**src/rtl/disp_mux_pkg.sv**
```systemverilog
// Shared constants and the scan state type for the multi-channel display multiplexer.
package disp_mux_pkg;

    localparam logic [31:0] DISP_RST_VAL  = 32'hAA5555AA;
    localparam logic [7:0]  BLINK_RST_VAL = 8'hFF;
    localparam logic [7:0]  POINT_RST_VAL = 8'h00;

    typedef enum logic {
        MANUAL,
        SCAN
    } scan_state_t;

endpackage

```
**src/rtl/disp_scan_ctrl.sv**
```systemverilog
// Channel selection for the display mux: manual select or auto-scan with dwell counter,
// hold and an optional channel-enable mask (all-ones mask when the feature is absent).
module disp_scan_ctrl
    import disp_mux_pkg::*;
#(
    parameter int unsigned NCH     = 8,
    parameter int unsigned DWELL_W = 24,
    parameter int unsigned SW      = 3
) (
    input  logic               clk,
    input  logic               rst,
    input  logic               mode,
    input  logic               hold,
    input  logic [SW-1:0]      sel,
    input  logic [DWELL_W-1:0] dwell,
    input  logic [NCH-1:0]     ch_mask,
    output logic [SW-1:0]      o_ch_nxt,
    output logic               o_scan_tick
);

    scan_state_t        r_state, w_state_nxt;
    logic [DWELL_W-1:0] r_cnt, w_cnt_nxt, w_limit;
    logic [SW-1:0]      r_ptr, w_ptr_nxt, w_sel_ok, w_start, w_step;
    logic               r_tick, w_adv, w_any;

    // First mask-enabled channel at base+first, searching upward with wrap.
    function automatic logic [SW-1:0] f_search(input logic [SW-1:0] base,
                                               input int unsigned first,
                                               input logic [NCH-1:0] m);
        logic [SW-1:0]  r;
        logic           found;
        int unsigned    idx;
        logic [NCH-1:0] sh;
        r     = '0;
        found = 1'b0;
        for (int unsigned i = 0; i < NCH; i++) begin
            idx = (32'(base) + first + i) % NCH;
            sh  = m >> idx;
            if (!found && sh[0]) begin
                r     = SW'(idx);
                found = 1'b1;
            end
        end
        return r;
    endfunction

    assign w_sel_ok = ({1'b0, sel} < (SW+1)'(NCH)) ? sel : '0;
    assign w_any    = |ch_mask;
    assign w_limit  = (dwell == '0) ? '0 : dwell - DWELL_W'(1);
    assign w_start  = f_search(w_sel_ok, 0, ch_mask);
    assign w_step   = f_search(r_ptr, 1, ch_mask);

    always_comb begin
        w_state_nxt = r_state;
        w_cnt_nxt   = r_cnt;
        w_ptr_nxt   = r_ptr;
        w_adv       = 1'b0;
        case (r_state)
            MANUAL: begin
                w_cnt_nxt = '0;
                if (mode) begin
                    w_state_nxt = SCAN;
                    w_ptr_nxt   = w_any ? w_start : '0;
                end else begin
                    w_ptr_nxt = w_sel_ok;
                end
            end
            SCAN: begin
                if (!mode) begin
                    w_state_nxt = MANUAL;
                    w_cnt_nxt   = '0;
                    w_ptr_nxt   = w_sel_ok;
                end else if (!w_any) begin
                    w_cnt_nxt = '0;
                    w_ptr_nxt = '0;
                end else if (!hold) begin
                    // >= so a dwell lowered below the running count advances at once
                    if (r_cnt >= w_limit) begin
                        w_adv     = 1'b1;
                        w_cnt_nxt = '0;
                        w_ptr_nxt = w_step;
                    end else begin
                        w_cnt_nxt = r_cnt + DWELL_W'(1);
                    end
                end
            end
            default: w_state_nxt = MANUAL;
        endcase
    end

    always_ff @(posedge clk) begin
        if (!rst) begin
            r_state <= MANUAL;
            r_cnt   <= '0;
            r_ptr   <= '0;
            r_tick  <= 1'b0;
        end else begin
            r_state <= w_state_nxt;
            r_cnt   <= w_cnt_nxt;
            r_ptr   <= w_ptr_nxt;
            r_tick  <= w_adv;
        end
    end

    assign o_ch_nxt    = w_ptr_nxt;
    assign o_scan_tick = r_tick;

endmodule

```
**src/rtl/multi_nch_disp.sv**
```systemverilog
// NCH-channel display multiplexer with CPU channel 0, registered outputs and auto-scan.
// Optional CH_MASK_EN adds a ch_mask input restricting which channels auto-scan visits.
module multi_nch_disp
    import disp_mux_pkg::*;
#(
    parameter  int unsigned NCH     = 8,
    parameter  int unsigned DW      = 32,
    parameter  int unsigned PW      = 8,
    parameter  int unsigned DWELL_W = 24,
    localparam int unsigned SW      = $clog2(NCH)
) (
    input  logic               clk,
    input  logic               rst,
    input  logic               EN,
    input  logic               mode,
    input  logic [SW-1:0]      sel,
    input  logic               hold,
    input  logic [DWELL_W-1:0] dwell,
`ifdef CH_MASK_EN
    input  logic [NCH-1:0]     ch_mask,
`endif
    input  logic [NCH*DW-1:0]  data_in,
    input  logic [NCH*PW-1:0]  point_in,
    input  logic [NCH*PW-1:0]  blink_in,
    output logic [DW-1:0]      Disp_num,
    output logic [PW-1:0]      point_out,
    output logic [PW-1:0]      blink_out,
    output logic [SW-1:0]      ch_active,
    output logic               scan_tick
);

    logic [DW-1:0]  r_cpu_data, w_data;
    logic [PW-1:0]  r_cpu_point, r_cpu_blink, w_point, w_blink;
    logic [SW-1:0]  w_ch;
    logic [NCH-1:0] w_mask;

`ifdef CH_MASK_EN
    assign w_mask = ch_mask;
`else
    assign w_mask = '1;
`endif

    disp_scan_ctrl #(
        .NCH     (NCH),
        .DWELL_W (DWELL_W),
        .SW      (SW)
    ) u_scan (
        .clk         (clk),
        .rst         (rst),
        .mode        (mode),
        .hold        (hold),
        .sel         (sel),
        .dwell       (dwell),
        .ch_mask     (w_mask),
        .o_ch_nxt    (w_ch),
        .o_scan_tick (scan_tick)
    );

    always_ff @(posedge clk) begin
        if (!rst) begin
            r_cpu_data  <= DW'(DISP_RST_VAL);
            r_cpu_point <= PW'(POINT_RST_VAL);
            r_cpu_blink <= PW'(BLINK_RST_VAL);
        end else if (EN) begin
            r_cpu_data  <= data_in[DW-1:0];
            r_cpu_point <= point_in[PW-1:0];
            r_cpu_blink <= blink_in[PW-1:0];
        end
    end

    // Channel index is already range-checked by the controller; 0 means CPU regs.
    always_comb begin
        w_data  = r_cpu_data;
        w_point = r_cpu_point;
        w_blink = r_cpu_blink;
        for (int unsigned k = 1; k < NCH; k++) begin
            if (w_ch == SW'(k)) begin
                w_data  = data_in[k*DW +: DW];
                w_point = point_in[k*PW +: PW];
                w_blink = blink_in[k*PW +: PW];
            end
        end
    end

    always_ff @(posedge clk) begin
        if (!rst) begin
            Disp_num  <= DW'(DISP_RST_VAL);
            point_out <= PW'(POINT_RST_VAL);
            blink_out <= PW'(BLINK_RST_VAL);
            ch_active <= '0;
        end else begin
            Disp_num  <= w_data;
            point_out <= w_point;
            blink_out <= w_blink;
            ch_active <= w_ch;
        end
    end

endmodule

```
**config.mk**
```make
export PLATFORM = sky130hd
export DESIGN_NAME = multi_nch_disp
export DESIGN_NICKNAME = d
export VERILOG_FILES = /design/src/rtl/disp_mux_pkg.sv /design/src/rtl/disp_scan_ctrl.sv /design/src/rtl/multi_nch_disp.sv
export SDC_FILE = /design/constraint.sdc
export NUM_CORES = 1
export LEC_CHECK = 0
export BUFFER_PORTS_ARGS = -buffer_cell sky130_fd_sc_hd__buf_4
export CAP_MARGIN = 0
export CORE_AREA = 10 10 175 177
export DETAILED_ROUTE_END_ITERATION = 8
export DIE_AREA = 0 0 185 187
export PLACE_DENSITY_LB_ADDON = 0.08
export SLEW_MARGIN = 20
export SYNTH_ARGS = -nofsm -noshare
export SYNTH_HDL_FRONTEND = slang
export SYNTH_SLANG_ARGS = --single-unit
```
**constraint.sdc**
```tcl
create_clock -name clk -period 7.1 [get_ports clk]
set_clock_uncertainty 0.05 [all_clocks]
set_input_delay 0.355 -clock clk [delete_from_list [all_inputs] [get_ports clk]]
set_output_delay 0.355 -clock clk [all_outputs]
set_load 0.01 [all_outputs]
```
==> results of run 1 <==
[final timing paths]
kind / start / endpoint / cells past startpoint
min reg2reg: r_cpu_blink[4] / r_cpu_blink[4] / 2
max reg2reg: u_scan.r_cnt[0] / Disp_num[10] / 11
min: data_in[27] / r_cpu_data[27] / 3
max: dwell[17] / Disp_num[10] / 15
[worst max-delay path, delay by kind of cell]
| kind | cells | cell delay [ns] |
|---|---|---|
| AO/OA/AOI/OAI | 4 | 1.03 |
| buffers and inverters | 1 | 0.12 |
| adder cells (fa/ha/maj) | 1 | 0.26 |
| AND/OR/NAND/NOR | 9 | 4.24 |
[flip-flops by register name (all words and copies together), names as in the netlist]
register            flops
u_scan.r_cnt           24
u_scan.o_scan_tick      1
blink_out               8
u_scan.r_ptr            3
point_out               8
r_cpu_point             8
Disp_num               32
r_cpu_data             32
r_cpu_blink             8
u_scan.r_state          1
[power breakdown]
group	leakage, nW	internal [mW]	switching, mW
combinational	4.66	0.341	0.340
clock	0.285	0.526	0.374
sequential	1.03	0.755	0.0247
total	5.98	1.62	0.739
[layer usage]
layer / GRT usage [%] / vias to the layer above / share of wire [%]
met5: 0 / - / 0.040
met4: 9.13 / 2 / 2.4
met3: 8.18 / 53 / 8.9
met2: 42.8 / 431 / 51
met1: 27.3 / 4922 / 38
li1: - / 5038 / -
[placed cells by master (no fill, tap or decap), types with 3 or more instances in the layout]
cell type,n
a211o_1,19
a211oi_1,19
a21o_1,4
a21oi_1,95
a22o_1,41
a22oi_1,27
a311oi_1,3
a31oi_1,9
a32oi_1,21
and2_1,5
and3_1,7
buf_4,484
clkbuf_16,17
clkinv_4,3
dfxtp_1,125
diode_2,9
ha_1,28
inv_1,5
inv_6,5
mux2i_1,94
nand2_1,186
nand2b_1,3
nand3_1,17
nand4_1,11
nor2_1,84
nor2_2,6
nor2b_1,3
nor3_1,18
nor3b_1,3
nor4_1,8
o21ai_0,59
o21ai_1,4
o221ai_1,6
o22ai_1,39
o2bb2ai_1,24
xnor2_1,7
xor2_1,22
[through the flow]
stage / power, mW / hold slack, ns / worst slack [ns] / util [%]
6_report: 2.36 / 0.0890 / 1.36 / 47.8
5_1_grt: 2.48 / 0.0798 / 0.872 / 47.8
4_1_cts: 2.39 / 0.0705 / 1.34 / 47.7
3_5_place_dp: 1.48 / 0.408 / 0.903 / 45.6
3_3_place_gp: 1.47 / 0.404 / 1.21 / 45.6
2_1_floorplan: 1.12 / 0.391 / 2.60 / -
[kinds of logic after synthesis]
family | count (synthesis) | share of synthesized area [%]
AO/OA/AOI/OAI | 385 | 30.1
adder cells (fa/ha/maj) | 28 | 3.99
AND/OR/NAND/NOR | 369 | 18.5
buffers and inverters | 101 | 5.15
XOR/XNOR | 29 | 2.89
flip-flops | 125 | 28.5
multiplexers | 95 | 10.9
[area by class of cell]
cell class,instances,area [µm²]
fillers,2811,14300
multi-input cells,906,5860
repair buffers,484,3630
flip-flops and latches,125,2500
clock buffers,19,433
well taps,346,433
clock inverters,13,154
inverters,6,22.5
diodes,9,22.5
==> run_results.csv, run 1 <==
group,metric,value,unit
synthesis,yosysWarnings,0,
cts,clk_latency,0.43,ns
cts,cts_inserted_buffers,17,
worst_setup_path,cp-start-kind,"input port",
synthesis,ys_ff_latch,125,
worst_setup_path,worstPathMaxFanout,23,
synthesis,synth_top_area_share,28.5,%
cts,cts-resized-gates,0,
worst_setup_path,slowest_stage,"nor2_2",
synthesis,synth_cell_type_count,61,
power,powerDensity,181,nW/µm²
global_routing,grt_max_degree,67,
synthesis,synthesis.nets,1576,
route,first_iter_violations,727,
placed_design,io_buffers,467,
route,drc,0,
status,status,"complete, no violations",
placed_design,dp_hpwl,34.4,mm
layout,syn2layout_area_growth,48.8,%
cts,cts_setup_buffers,0,
synthesis,synth_area_per_cell,7.75,µm²
cts,holdBufCountCts,0,
cts,cts_max_path_buffers,2,
layout,fin_cells,1908,
die,die_area,34600,µm²
synthesis,yosys-top-cells-count,"nand2_1, dfxtp_1, a21oi_1",
synthesis,yosys.area.top_type,"dfxtp_1",
layout,post_route_cells_drive_above_1_share,34.6,%
synthesis,synthCells,1132,
sta,final.min_clock_period,5.74,ns
die,ioPinCount,468,
synthesis,yosys_most_used_dff,"dfxtp_1",
sta,tns,0,ns
die,core_area,27300,µm²
die,initial_core_util,32.1,%
cts,clkSinkCount,125,
synthesis,async_flop_share,0,%
route,vias,10400,
worst_setup_path,required,7.39,ns
global_routing,grt-ovfl-total,0,
cts,clkTransAtPathRegs,0.07,ns
sta,post-route-period-util,80.9,%
route,drt-pass1-iter-count,4,
placed_design,placed_area,12400,µm²
worst_setup_path,arrival,6.04,ns
cts,root_buffer,"clkbuf_16",
route,wl_per_cell,23.4,µm
die,die_h,187,µm
worst_setup_path,slowest_delay,0.90,ns
global_routing,antenna_found_initial,11,
synthesis,synthTopCellsByArea,"dfxtp_1, mux2i_1, nand2_1",
sta,max_freq,174,MHz
sta,drv_slew,0,
global_routing,first_global_vias,10900,
synthesis,yosysMostFrequentCell,"nand2_1",
sta,tightest_slew,1.09,ns
layout,nets,1984,
global_routing,grt_pass1_wl,66.2,mm
die,fp.dieW,185,µm
route,routed_wl,44.6,mm
sta,rsz0062_at_grt,"no",
die,rows,61,
synthesis,synth_edf_count,0,
sta,setup_viol,0,
worst_setup_path,path_cells,"buf_4, or4_1, nor4_1, nand2_1, nand2b_1, ha_1, nor2b_1, o211ai_1, a31oi_1, o211ai_1, nand4_1, and3_2, nor2_2, nor2_2, a32oi_1",
route,via_per_inst,5.47,
synthesis,ys_seq_area_share,28.5,%
worst_setup_path,r2r_slack,2.95,ns
sta,slew_headroom,27.4,%
placed_design,placed_cells,1867,
cts,h-tree-depth,4,
sta,hold_viol_final,0,
worst_setup_path,setup.worst_path.end_class,"flop",
power,ir_worst_vdd,151,µV
synthesis,synth.cell_area,8770,µm²
worst_setup_path,worstSetupPathType,"in2reg",
placed_design,gp_congestion,0.900,
layout,design_area,13100,µm²
global_routing,track_usage,24.7,%
flow_run,max_cap_viol_count,0,
power,power_leakage,5.98,nW
hold_path,holdCritPathClass,"in2reg",
route,ant_nets,0,
cts,cts_tree,"built",
Note: power is estimated with default switching activity, not from simulation.
==> run 2, diff against run 1 <==
clock period = 5.2 ns   (was 7.1 ns; I/O delays follow)
==> run 2 against run 1 <==
Net effect: combinational power increased by 41%; die area unchanged; worst hold slack got worse by 0.069 ns; sequential share of layout area decreased by 0.64 points; worst setup slack got worse by 0.78 ns; clock power increased by 38%; via count increased by 0.38%; largest cell class unchanged; critical endpoint is now point_out[4]; flip-flop and latch count unchanged.
==> run_results.csv, run 2 (same netlist as run 1, synthesis figures left out) <==
group,metric,value,unit
status,status,"complete, no violations",
power,ir_worst_vdd,208,µV
global_routing,grt_pass1_wl,66.6,mm
sta,max_freq,216,MHz
route,ant_nets,0,
power,power_leakage,6.22,nW
power,p_total,3.27,mW
global_routing,busiest_layer,"met2",
global_routing,antenna_found_initial,9,
die,die_area,34600,µm²
worst_setup_path,r2r_slack,1.49,ns
worst_setup_path,worstPathMaxFanout,33,
global_routing,use_met3,8.90,%
worst_setup_path,path_cells,"buf_4, nor4_1, nand2b_1, nor2_1, nand2_1, or4_1, nor3_1, a21oi_1, ha_1, nand4_2, nor4_4, nand2_1, o2111a_1, a2111oi_4, or3_4, buf_4, nor3_2, a21oi_1, o221ai_1, o21ai_0",
sta,tns,0,ns
cts,cts_max_path_buffers,2,
global_routing,gr-usage-met1,27.4,%
worst_setup_path,worstSetupPathDepth,20,
worst_setup_path,crit_end,"point_out[4]",
sta,final.min_clock_period,4.62,ns
power,powerDensity,242,nW/µm²
route,wl_per_cell,22.9,µm
route,via_per_inst,5.36,
route,first_iter_violations,594,
global_routing,grtUsageMet2,43.3,%
route,drt-pass1-iter-count,5,
route,vias,10500,
worst_setup_path,arrival,4.92,ns
global_routing,first_global_vias,11000,
hold_path,worstHoldStart,"data_in[26]",
layout,post_route_cells_drive_above_1_share,35.2,%
worst_setup_path,cp-start-kind,"input port",
die,rows,61,
sta,drv_slew,0,
flow_run,max_cap_viol_count,0,
cts,clkTransAtPathRegs,0.07,ns
die,ioPinCount,468,
worst_setup_path,slowest_stage,"or4_1",
hold_path,holdCritPathClass,"in2reg",
placed_design,dp_hpwl,35.4,mm
layout,fillCellCount,2779,
layout,final_common_cell,"buf_4",
worst_setup_path,rr_endpoint,"Disp_num[18]",
die,core_area,27300,µm²
cts,cts_tree,"built",
worst_setup_path,slowest_delay,0.45,ns
worst_setup_path,setup.worst_path.end_class,"flop",
layout,syn2layout_area_growth,54.0,%
cts,clkSinkCount,125,
worst_setup_path,crit_family,"simple AND/OR/NAND/NOR gates",
cts,clk_latency,0.43,ns
die,initial_core_util,32.1,%
worst_setup_path,worstSetupPathType,"in2reg",
cts,cts_inserted_buffers,17,
route,routed_wl,44.7,mm
global_routing,track_usage,24.9,%
die,die_h,187,µm
layout,nets,2034,
sta,rsz0062_at_grt,"no",
sta,slew_headroom,24.7,%
sta,tightest_slew,1.13,ns
cts,cts-resized-gates,0,
sta,hold_viol_final,0,
cts,h-tree-depth,4,
cts,cts_setup_buffers,0,
route,drc,0,
worst_setup_path,crit_buf_inv,2,
placed_design,gp_congestion,0.917,
sta,setup_viol,0,
global_routing,grt_max_degree,55,
cts,root_buffer,"clkbuf_16",
worst_setup_path,required,5.49,ns
layout,reg.largest.list,"Disp_num: 32 flops, r_cpu_data: 32 flops, u_scan.r_cnt: 24 flops",
sta,post-route-period-util,88.9,%
die,fp.dieW,185,µm
placed_design,io_buffers,467,
worst_setup_path,cp-startpoint,"dwell[11]",
worst_setup_path,rr_worst_depth,12,
global_routing,grt-ovfl-total,0,
worst_setup_path,timing.rr.start,"u_scan.r_cnt[0]",
layout,mostFrequentLayoutCells,"buf_4, nand2_1, dfxtp_1, a21oi_1, mux2i_1",
-- run 2: per-stage QoR --
step           setup WS, ns  hold WS [ns]  area (µm²)  cells  utilization (%)
2_1_floorplan         0.799         0.332        8770   1132                -
3_5_place_dp          0.209         0.409       12600   1892             46.3
4_1_cts               0.635      0.000720       13500   1948             49.4
5_1_grt               0.119        0.0167       13500   1952             49.4
6_report              0.576        0.0203       13500   1955             49.5
3_3_place_gp          0.233         0.404       12600   1892             46.3
-- run 2: timing repair --
action / 4_1_cts / 5_1_grt
hold endpoints to repair: 25 / 0
endpoints found under the setup margin: 0 / 0
hold buffers: 25 / 0
-- run 2: worst min path at each step --
| stage | depth (start not counted) | slack [ns] | end |
|---|---|---|---|
| CTS | 3 | 0.0007 | r_cpu_data[26] |
| global placement | 2 | 0.40 | r_cpu_data[20] |
| floorplan | 1 | 0.33 | u_scan.r_state |
| detailed placement | 2 | 0.41 | r_cpu_data[29] |
| global route | 2 | 0.02 | u_scan.r_state |
| finish | 3 | 0.02 | r_cpu_data[26] |
-- run 2: layer usage --
metal | vias up | wire (µm)
met5 | - | 32
met4 | 4 | 1030
met3 | 51 | 4000
met2 | 378 | 22600
met1 | 4913 | 17100
li1 | 5140 | -
-- run 2: report_power, final --
| part | total, mW | leakage [nW] | internal, mW | switching, mW |
|---|---|---|---|---|
| registers | 1.07 | 1.03 | 1.03 | 0.0347 |
| clock network | 1.24 | 0.292 | 0.730 | 0.512 |
| logic | 0.962 | 4.89 | 0.493 | 0.469 |
| total | 3.27 | 6.22 | 2.25 | 1.02 |
-- run 2: worst register-to-register path: cells and delay by family (launching register included) --
| kind | cells | cell delay (ns) |
|---|---|---|
| and+or+nand+nor | 4 | 1.50 |
| AOI/OAI and AO/OA | 6 | 1.28 |
| adders and majority gates | 1 | 0.28 |
| DFF | 1 | 0.45 |
| buffers and inverters | 1 | 0.08 |
-- run 2: cell type report --
type / instances / area, µm² / share of cell area (%)
multi-input combinational: 906 / 5860 / 43.3
tap: 346 / 433 / 3.20
timing repair buffer: 534 / 4080 / 30.2
inverter: 6 / 22.5 / 0.167
clock inverter: 13 / 156 / 1.16
sequential: 125 / 2500 / 18.5
antenna: 7 / 17.5 / 0.130
clock buffer: 18 / 439 / 3.25
